==> config.mk <==
export PLATFORM = sky130hd
export DESIGN_NAME = mc_datapath
export DESIGN_NICKNAME = d
export VERILOG_FILES = /design/src/rtl/mc_datapath_pkg.sv /design/src/rtl/mc_sequencer.sv /design/src/rtl/mc_datapath.sv
export SDC_FILE = /design/constraint.sdc
export NUM_CORES = 2
export LEC_CHECK = 0
export CAP_MARGIN = 10
export CORE_ASPECT_RATIO = 1.2
export CORE_MARGIN = 4
export CORE_UTILIZATION = 25
export CTS_CLUSTER_DIAMETER = 150
export DETAILED_ROUTE_END_ITERATION = 6
export DONT_BUFFER_PORTS = 1
export HOLD_SLACK_MARGIN = 0.12
export SKIP_CTS_REPAIR_TIMING = 1
export SLEW_MARGIN = 20
export SYNTH_ARGS = -nofsm -noshare
export SYNTH_HDL_FRONTEND = slang
export SYNTH_SLANG_ARGS = --single-unit
==> constraint.sdc <==
create_clock -name clk_i -period 4.2 [get_ports clk_i]
set_input_delay 0.21 -clock clk_i [delete_from_list [all_inputs] [get_ports clk_i]]
set_output_delay 0.21 -clock clk_i [all_outputs]
set_load 0.03 [all_outputs]
==> src/rtl/mc_datapath_pkg.sv <==
// rtl/mc_datapath_pkg.sv - shared types, constants and ALU/immediate helpers for mc_datapath
package mc_datapath_pkg;

    typedef enum logic [2:0] {FETCH, DECODE, EXECUTE, MEM, WB} state_e;

    localparam logic [1:0] WR_SRC_ALU = 2'd0;
    localparam logic [1:0] WR_SRC_MEM = 2'd1;
    localparam logic [1:0] WR_SRC_PC4 = 2'd2;
    localparam logic [1:0] WR_SRC_IMM = 2'd3;

    localparam logic [31:0] NOP_INSTR = 32'h0000_0013;

    // Compare ops return their result in bit 0 so the branch unit only looks at ALUOut[0]
    localparam logic [3:0] ALU_ADD  = 4'd0;
    localparam logic [3:0] ALU_SUB  = 4'd1;
    localparam logic [3:0] ALU_SLL  = 4'd2;
    localparam logic [3:0] ALU_SLT  = 4'd3;
    localparam logic [3:0] ALU_SLTU = 4'd4;
    localparam logic [3:0] ALU_XOR  = 4'd5;
    localparam logic [3:0] ALU_SRL  = 4'd6;
    localparam logic [3:0] ALU_SRA  = 4'd7;
    localparam logic [3:0] ALU_OR   = 4'd8;
    localparam logic [3:0] ALU_AND  = 4'd9;
    localparam logic [3:0] ALU_EQ   = 4'd10;
    localparam logic [3:0] ALU_NE   = 4'd11;
    localparam logic [3:0] ALU_GE   = 4'd12;
    localparam logic [3:0] ALU_GEU  = 4'd13;

    function automatic logic [31:0] alu(input logic [3:0] op, input logic [31:0] a, input logic [31:0] b);
        case (op)
            ALU_ADD:  alu = a + b;
            ALU_SUB:  alu = a - b;
            ALU_SLL:  alu = a << b[4:0];
            ALU_SLT:  alu = {31'b0, $signed(a) < $signed(b)};
            ALU_SLTU: alu = {31'b0, a < b};
            ALU_XOR:  alu = a ^ b;
            ALU_SRL:  alu = a >> b[4:0];
            ALU_SRA:  alu = $signed(a) >>> b[4:0];
            ALU_OR:   alu = a | b;
            ALU_AND:  alu = a & b;
            ALU_EQ:   alu = {31'b0, a == b};
            ALU_NE:   alu = {31'b0, a != b};
            ALU_GE:   alu = {31'b0, $signed(a) >= $signed(b)};
            ALU_GEU:  alu = {31'b0, a >= b};
            default:  alu = 32'b0;
        endcase
    endfunction

    function automatic logic [31:0] imm_decode(input logic [31:0] ir);
        case (ir[6:0])
            7'b0010011, 7'b0000011, 7'b1100111: imm_decode = {{20{ir[31]}}, ir[31:20]};
            7'b0100011: imm_decode = {{20{ir[31]}}, ir[31:25], ir[11:7]};
            7'b1100011: imm_decode = {{19{ir[31]}}, ir[31], ir[7], ir[30:25], ir[11:8], 1'b0};
            7'b0110111, 7'b0010111: imm_decode = {ir[31:12], 12'b0};
            7'b1101111: imm_decode = {{11{ir[31]}}, ir[31], ir[19:12], ir[20], ir[30:21], 1'b0};
            default: imm_decode = 32'b0;
        endcase
    endfunction

endpackage

==> src/rtl/mc_sequencer.sv <==
// rtl/mc_sequencer.sv - phase FSM: memory request generation and datapath register load strobes
module mc_sequencer
    import mc_datapath_pkg::*;
(
    input  logic clk_i,
    input  logic rst_i,
    input  logic imem_ack_i,
    input  logic dmem_ack_i,
    input  logic mem_access_i,
    input  logic store_i,
    output logic imem_req_o,
    output logic dmem_req_o,
    output logic ir_load_o,
    output logic ab_load_o,
    output logic alu_load_o,
    output logic mdr_load_o,
    output logic wb_o
);

    state_e state, state_next;

    always_ff @(posedge clk_i) begin
        if (rst_i) begin
            state <= FETCH;
        end else begin
            state <= state_next;
        end
    end

    // Everything is held quiet while reset is asserted so a late ack cannot advance the FSM
    always_comb begin
        state_next = state;
        imem_req_o = 1'b0;
        dmem_req_o = 1'b0;
        ir_load_o  = 1'b0;
        ab_load_o  = 1'b0;
        alu_load_o = 1'b0;
        mdr_load_o = 1'b0;
        wb_o       = 1'b0;
        if (!rst_i) begin
            case (state)
                FETCH: begin
                    imem_req_o = 1'b1;
                    if (imem_ack_i) begin
                        ir_load_o  = 1'b1;
                        state_next = DECODE;
                    end
                end
                DECODE: begin
                    ab_load_o  = 1'b1;
                    state_next = EXECUTE;
                end
                EXECUTE: begin
                    alu_load_o = 1'b1;
                    state_next = mem_access_i ? MEM : WB;
                end
                MEM: begin
                    dmem_req_o = 1'b1;
                    if (dmem_ack_i) begin
                        mdr_load_o = !store_i;
                        state_next = WB;
                    end
                end
                WB: begin
                    wb_o       = 1'b1;
                    state_next = FETCH;
                end
                default: state_next = FETCH;
            endcase
        end
    end

endmodule

==> src/rtl/mc_datapath.sv <==
// rtl/mc_datapath.sv - multi-cycle RV32I datapath with req/ack instruction and data memories
// Optional retire counter port and register enabled by defining MC_RETIRE_CNT_EN.
module mc_datapath
    import mc_datapath_pkg::*;
#(
    parameter int AddressWidth = 10,
    parameter logic [AddressWidth-1:0] ResetPc = '0,
    parameter int RetireCntW = 32
) (
    input  logic                    clk_i,
    input  logic                    rst_i,
    input  logic                    jal_i,
    input  logic                    jalr_i,
    input  logic                    branch_i,
    input  logic                    regf_wr_en_i,
    input  logic [1:0]              regf_wr_src_i,
    input  logic                    mem_r_en_i,
    input  logic                    mem_wr_en_i,
    input  logic                    alu_src2_sel_i,
    input  logic [3:0]              alu_op_i,
    output logic [6:0]              op_code_o,
    output logic [2:0]              funct3_o,
    output logic [6:0]              funct7_o,
    output logic                    imem_req_o,
    output logic [AddressWidth-1:0] imem_addr_o,
    input  logic                    imem_ack_i,
    input  logic [31:0]             imem_rdata_i,
    output logic                    dmem_req_o,
    output logic                    dmem_we_o,
    output logic [AddressWidth-1:0] dmem_addr_o,
    output logic [31:0]             dmem_wdata_o,
    output logic [2:0]              dmem_funct3_o,
    input  logic                    dmem_ack_i,
    input  logic [31:0]             dmem_rdata_i,
    output logic                    instr_retired_o
`ifdef MC_RETIRE_CNT_EN
    ,
    output logic [RetireCntW-1:0]   retire_cnt_o
`endif
);

    logic ir_load, ab_load, alu_load, mdr_load, wb;

    mc_sequencer u_sequencer (
        .clk_i        (clk_i),
        .rst_i        (rst_i),
        .imem_ack_i   (imem_ack_i),
        .dmem_ack_i   (dmem_ack_i),
        .mem_access_i (mem_r_en_i | mem_wr_en_i),
        .store_i      (mem_wr_en_i),
        .imem_req_o   (imem_req_o),
        .dmem_req_o   (dmem_req_o),
        .ir_load_o    (ir_load),
        .ab_load_o    (ab_load),
        .alu_load_o   (alu_load),
        .mdr_load_o   (mdr_load),
        .wb_o         (wb)
    );

    logic [AddressWidth-1:0] pc, pc_plus4, target, pc_next;
    logic [31:0] ir, a, b, alu_out, mdr, imm;
    logic [31:0] regs [32];
    logic [4:0]  rs1, rs2, rd;
    logic [31:0] rs1_data, rs2_data, src2, wr_data;
    logic        pc_src_sel;

    assign rs1      = ir[19:15];
    assign rs2      = ir[24:20];
    assign rd       = ir[11:7];
    assign rs1_data = (rs1 == 5'd0) ? 32'b0 : regs[rs1];
    assign rs2_data = (rs2 == 5'd0) ? 32'b0 : regs[rs2];
    assign src2     = alu_src2_sel_i ? imm : b;

    // PC arithmetic is done at AddressWidth so PC+4 and targets wrap naturally
    assign pc_plus4   = pc + AddressWidth'(4);
    assign target     = (jalr_i ? a[AddressWidth-1:0] : pc) + imm[AddressWidth-1:0];
    assign pc_src_sel = jal_i | jalr_i | (branch_i & alu_out[0]);
    assign pc_next    = pc_src_sel ? {target[AddressWidth-1:2], 2'b00}
                                   : {pc_plus4[AddressWidth-1:2], 2'b00};

    always_comb begin
        wr_data = alu_out;
        case (regf_wr_src_i)
            WR_SRC_ALU: wr_data = alu_out;
            WR_SRC_MEM: wr_data = mdr;
            WR_SRC_PC4: wr_data = 32'(pc_plus4);
            WR_SRC_IMM: wr_data = imm;
            default:    wr_data = alu_out;
        endcase
    end

    always_ff @(posedge clk_i) begin
        if (rst_i) begin
            pc      <= ResetPc;
            ir      <= NOP_INSTR;
            a       <= 32'b0;
            b       <= 32'b0;
            imm     <= 32'b0;
            alu_out <= 32'b0;
            mdr     <= 32'b0;
        end else begin
            if (ir_load) ir <= imem_rdata_i;
            if (ab_load) begin
                a   <= rs1_data;
                b   <= rs2_data;
                imm <= imm_decode(ir);
            end
            if (alu_load) alu_out <= alu(alu_op_i, a, src2);
            if (mdr_load) mdr <= dmem_rdata_i;
            if (wb) pc <= pc_next;
        end
    end

    // Regfile has no reset so a mid-instruction reset leaves architectural registers intact
    always_ff @(posedge clk_i) begin
        if (wb && regf_wr_en_i && rd != 5'd0) regs[rd] <= wr_data;
    end

`ifdef MC_RETIRE_CNT_EN
    always_ff @(posedge clk_i) begin
        if (rst_i) begin
            retire_cnt_o <= '0;
        end else if (wb) begin
            retire_cnt_o <= retire_cnt_o + 1'b1;
        end
    end
`endif

    assign op_code_o       = ir[6:0];
    assign funct3_o        = ir[14:12];
    assign funct7_o        = ir[31:25];
    assign imem_addr_o     = pc;
    assign dmem_we_o       = dmem_req_o & mem_wr_en_i;
    assign dmem_addr_o     = alu_out[AddressWidth-1:0];
    assign dmem_wdata_o    = b;
    assign dmem_funct3_o   = ir[14:12];
    assign instr_retired_o = wb;

endmodule

==> metrics.csv <==
stage,metric,value,unit
final_layout,nets,4897,
final_layout,fin_cells,8233,
global_route,antenna_found_initial,14,
final_layout,fin_area,0.0772,mm2
power_and_ir_drop,p_sw_share,27.4,%
drt,post_drt_wl_per_cell,30.2,um
power_and_ir_drop,seqPwrFrac,45.0,%
power_and_ir_drop,p_comb_share,16.3,%
power_and_ir_drop,switchingPower,8.30,mW
global_route,grt_pass1_vias,44500,
drt,ant_nets,0,
sta,fmax,248,MHz
sta,finalCritPeriodShare,96.2,%
synth,synth_mux_area_share,27.0,%
power_and_ir_drop,p_per_area,392,mW/mm2
critical_path,start_kind,register,
cts,cts_buffer_depth,3,
cts,path_clk_slew,0.06,ns
sta,setup_viol,0,
run_status,status,"complete, no violations",
critical_path,cp_data_arrival_time,4.72,ns
drt,vias,45200,
synth,synth_xor_area_share,0.294,%
drt,drc,0,
sta,period_minus_slack,4.04,ns
final_layout,syn_to_final_growth,17.7,%
synth,synth_edf_count,1024,
place,placed_area,0.0715,mm2
synth,ys_types,89,
die,die-area,0.271,mm2
critical_path,ff2ff_setup_slack,0.16,ns
power_and_ir_drop,power.leakage,26.1,nW
final_layout,multi_input_area,0.0290,mm2
final_layout,drive_gt1_share,27.3,%
place,io_buffers,0,
job,drv_cap,0,
final_layout,seq_area,0.0350,mm2
sta,rsz0062_at_grt,no,
place,dp_hpwl,169000,um
sta,max_slew_margin,23.5,%
die,coreArea,0.261,mm2
cts,cts.sinks,1237,
synth,synthCells,4493,
die,core.rowCount,205,
final_layout,final_cell_mix,"edfxtp_1 (1024), mux4_2 (680), nor2_1 (357)",
synth,ys_warn_count,0,
power_and_ir_drop,vdd_drop_max,254,uV
power_and_ir_drop,p_int,22.0,mW
cts,clkLatencyLatePin,0.78,ns
sta,worst_pin_slew,1.15,ns
place,dp_cells,7852,
die,die_h,569,um
synth,synth_top_family_by_area,multiplexers,
sta,setup_tns,0,ns
cts,cts_buffers,131,
critical_path,path_class,register to register,
synth,synth_simple_gate_area_share,6.29,%
synth,synth.ff_latch_count,1237,
min_path,worstHoldPathType,input port to register,
drt,wirelength,249000,um
die,pin_count,157,
synth,yosys_most_used_dff,edfxtp_1,
min_path,whs_path_depth,6,
critical_path,r2r_end,alu_out[30]$_SDFFE_PP0P_,
synth,synthArstFlopShare,0,%
synth,synth.avg_cell_area,14.6,um2
final_layout,fillers,25800,
global_route,grt_max_degree,178,
critical_path,reg2reg_from,imm[7]$_SDFFE_PP0P_,
synth,syn_area,0.0656,mm2
sta,hold_viol_final,0,
power_and_ir_drop,clkPwrFrac,38.8,%
place,globalplace.congestion,1.01,
drt,initialDrtViolationCount,5697,
min_path,hold_end,imem_addr_o[2]$_SDFFE_PP0P_,
die,chipWidth,476,um
synth,synth_compound_area_share,7.83,%
synth,synth_fa_ha_area_share,2.12,%
final_layout,layout_commonest_cell,edfxtp_1,
global_route,track_usage,17.6,%
critical_path,reg2reg_depth,12,
cts,cts_tree,yes,
drt,first_pass_iters,6,
global_route,gr-total-overflow,0,
global_route,grt_pass1_wl,343000,um
die,start_util,25.2,%
power_and_ir_drop,power,30.3,mW
sta,drv_slew,0,
critical_path,cp_max_fo,5,
final_layout,fin_util,29.6,%
drt,via_per_inst,5.49,
min_path,min_from,jalr_i,
cts,root_buffer,clkbuf_16,
sta,clock_skew,0.0273,ns
cts,htree_levels,4,
critical_path,required,4.88,ns
synth,ys_seq_area_share,53.4,%
critical_path,end_kind,register,
==> power groups by stage <==
stage,logic (mW),registers [mW],clock network (mW)
after CTS,4.72,13.6,11.9
after global routing,5.17,13.6,12.4
final,4.92,13.6,11.7
after floorplan,3.24,13.6,0
after global placement,4.71,13.9,0
after detailed placement,4.71,13.9,0
==> Yosys cell counts, drive strengths merged (102+ instances only) <==
master  number  share of area [%]
mux2i      195                3.0
nand2      282                1.6
dfxtp      213                6.5
ha         108                2.1
o21ai      125               0.95
edfxtp    1024                 47
buf        164                1.3
a21oi      275                2.1
inv        102               0.59
mux4       680                 23
nor2       390                2.2
clkbuf     222                1.3
==> routing by layer <==
metal / global-route usage [%] / part of all wire, % / wire length (um) / vias up
li1: - / - / - / 18500
met1: 21.4 / 37 / 91100 / 23700
met2: 29.3 / 48 / 120000 / 2449
met3: 3.72 / 8.6 / 21500 / 557
met4: 9.68 / 6.4 / 15900 / 12
met5: 0 / 0.035 / 87 / -
==> layout make-up <==
type / instances / share of cell area (%)
diodes: 7 / 0.0227
multi-input cells: 2800 / 37.6
clock inverters: 69 / 0.818
flip-flops and latches: 1237 / 45.4
repair buffers: 433 / 5.42
clock buffers: 169 / 4.73
well taps: 3415 / 5.53
inverters: 103 / 0.504
==> how the worst max path moves through the flow <==
stage	from	endpoint	slack (ns)	cells past startpoint
finish	imm[7]$_SDFFE_PP0P_	alu_out[30]$_SDFFE_PP0P_	0.16	12
floorplan	dmem_wdata_o[0]$_SDFFE_PP0P_	alu_out[26]$_SDFFE_PP0P_	0.01	17
global route	imm[7]$_SDFFE_PP0P_	alu_out[30]$_SDFFE_PP0P_	0.03	12
global placement	imm[7]$_SDFFE_PP0P_	alu_out[26]$_SDFFE_PP0P_	0.27	14
CTS	imm[7]$_SDFFE_PP0P_	alu_out[23]$_SDFFE_PP0P_	0.29	12
detailed placement	imm[7]$_SDFFE_PP0P_	alu_out[23]$_SDFFE_PP0P_	0.29	12
==> worst max-delay path, stage by stage (launching register included) <==
cell,delay (ns)
dfxtp_1,0.34
mux2i_1,0.30
ha_1,0.36
a2111oi_0,0.71
o21ai_1,0.34
a31oi_1,0.26
buf_4,0.17
o21ai_1,0.16
a221o_1,0.42
nor3b_1,0.21
a311oi_1,0.33
xor2_1,0.11
o311ai_1,0.22
==> logic make-up after synthesis <==
kind of cell,after synthesis
mux,910
xor+xnor,22
fa+ha+maj,110
flops,1237
other cells,1
simple gates,933
buf+inv,489
compound gates,791
==> metrics by stage <==
stage | hold WS (ns) | setup slack, ns
final | 0.0742 | 0.162
after global routing | 0.116 | 0.0306
after CTS | -0.526 | 0.287
after detailed placement | 0.317 | 0.295
after global placement | 0.312 | 0.274
after floorplan | 0.309 | 0.0116
==> sequential cells by signal, summed over array words and instances (netlist names), named ones only <==
name,count
dmem_wdata_o,32
ir,32
imm,32
regs,1024
imem_addr_o,8
mdr,32
a,32
u_sequencer.state,3
alu_out,32
Power figures use the tool's default switching activity.
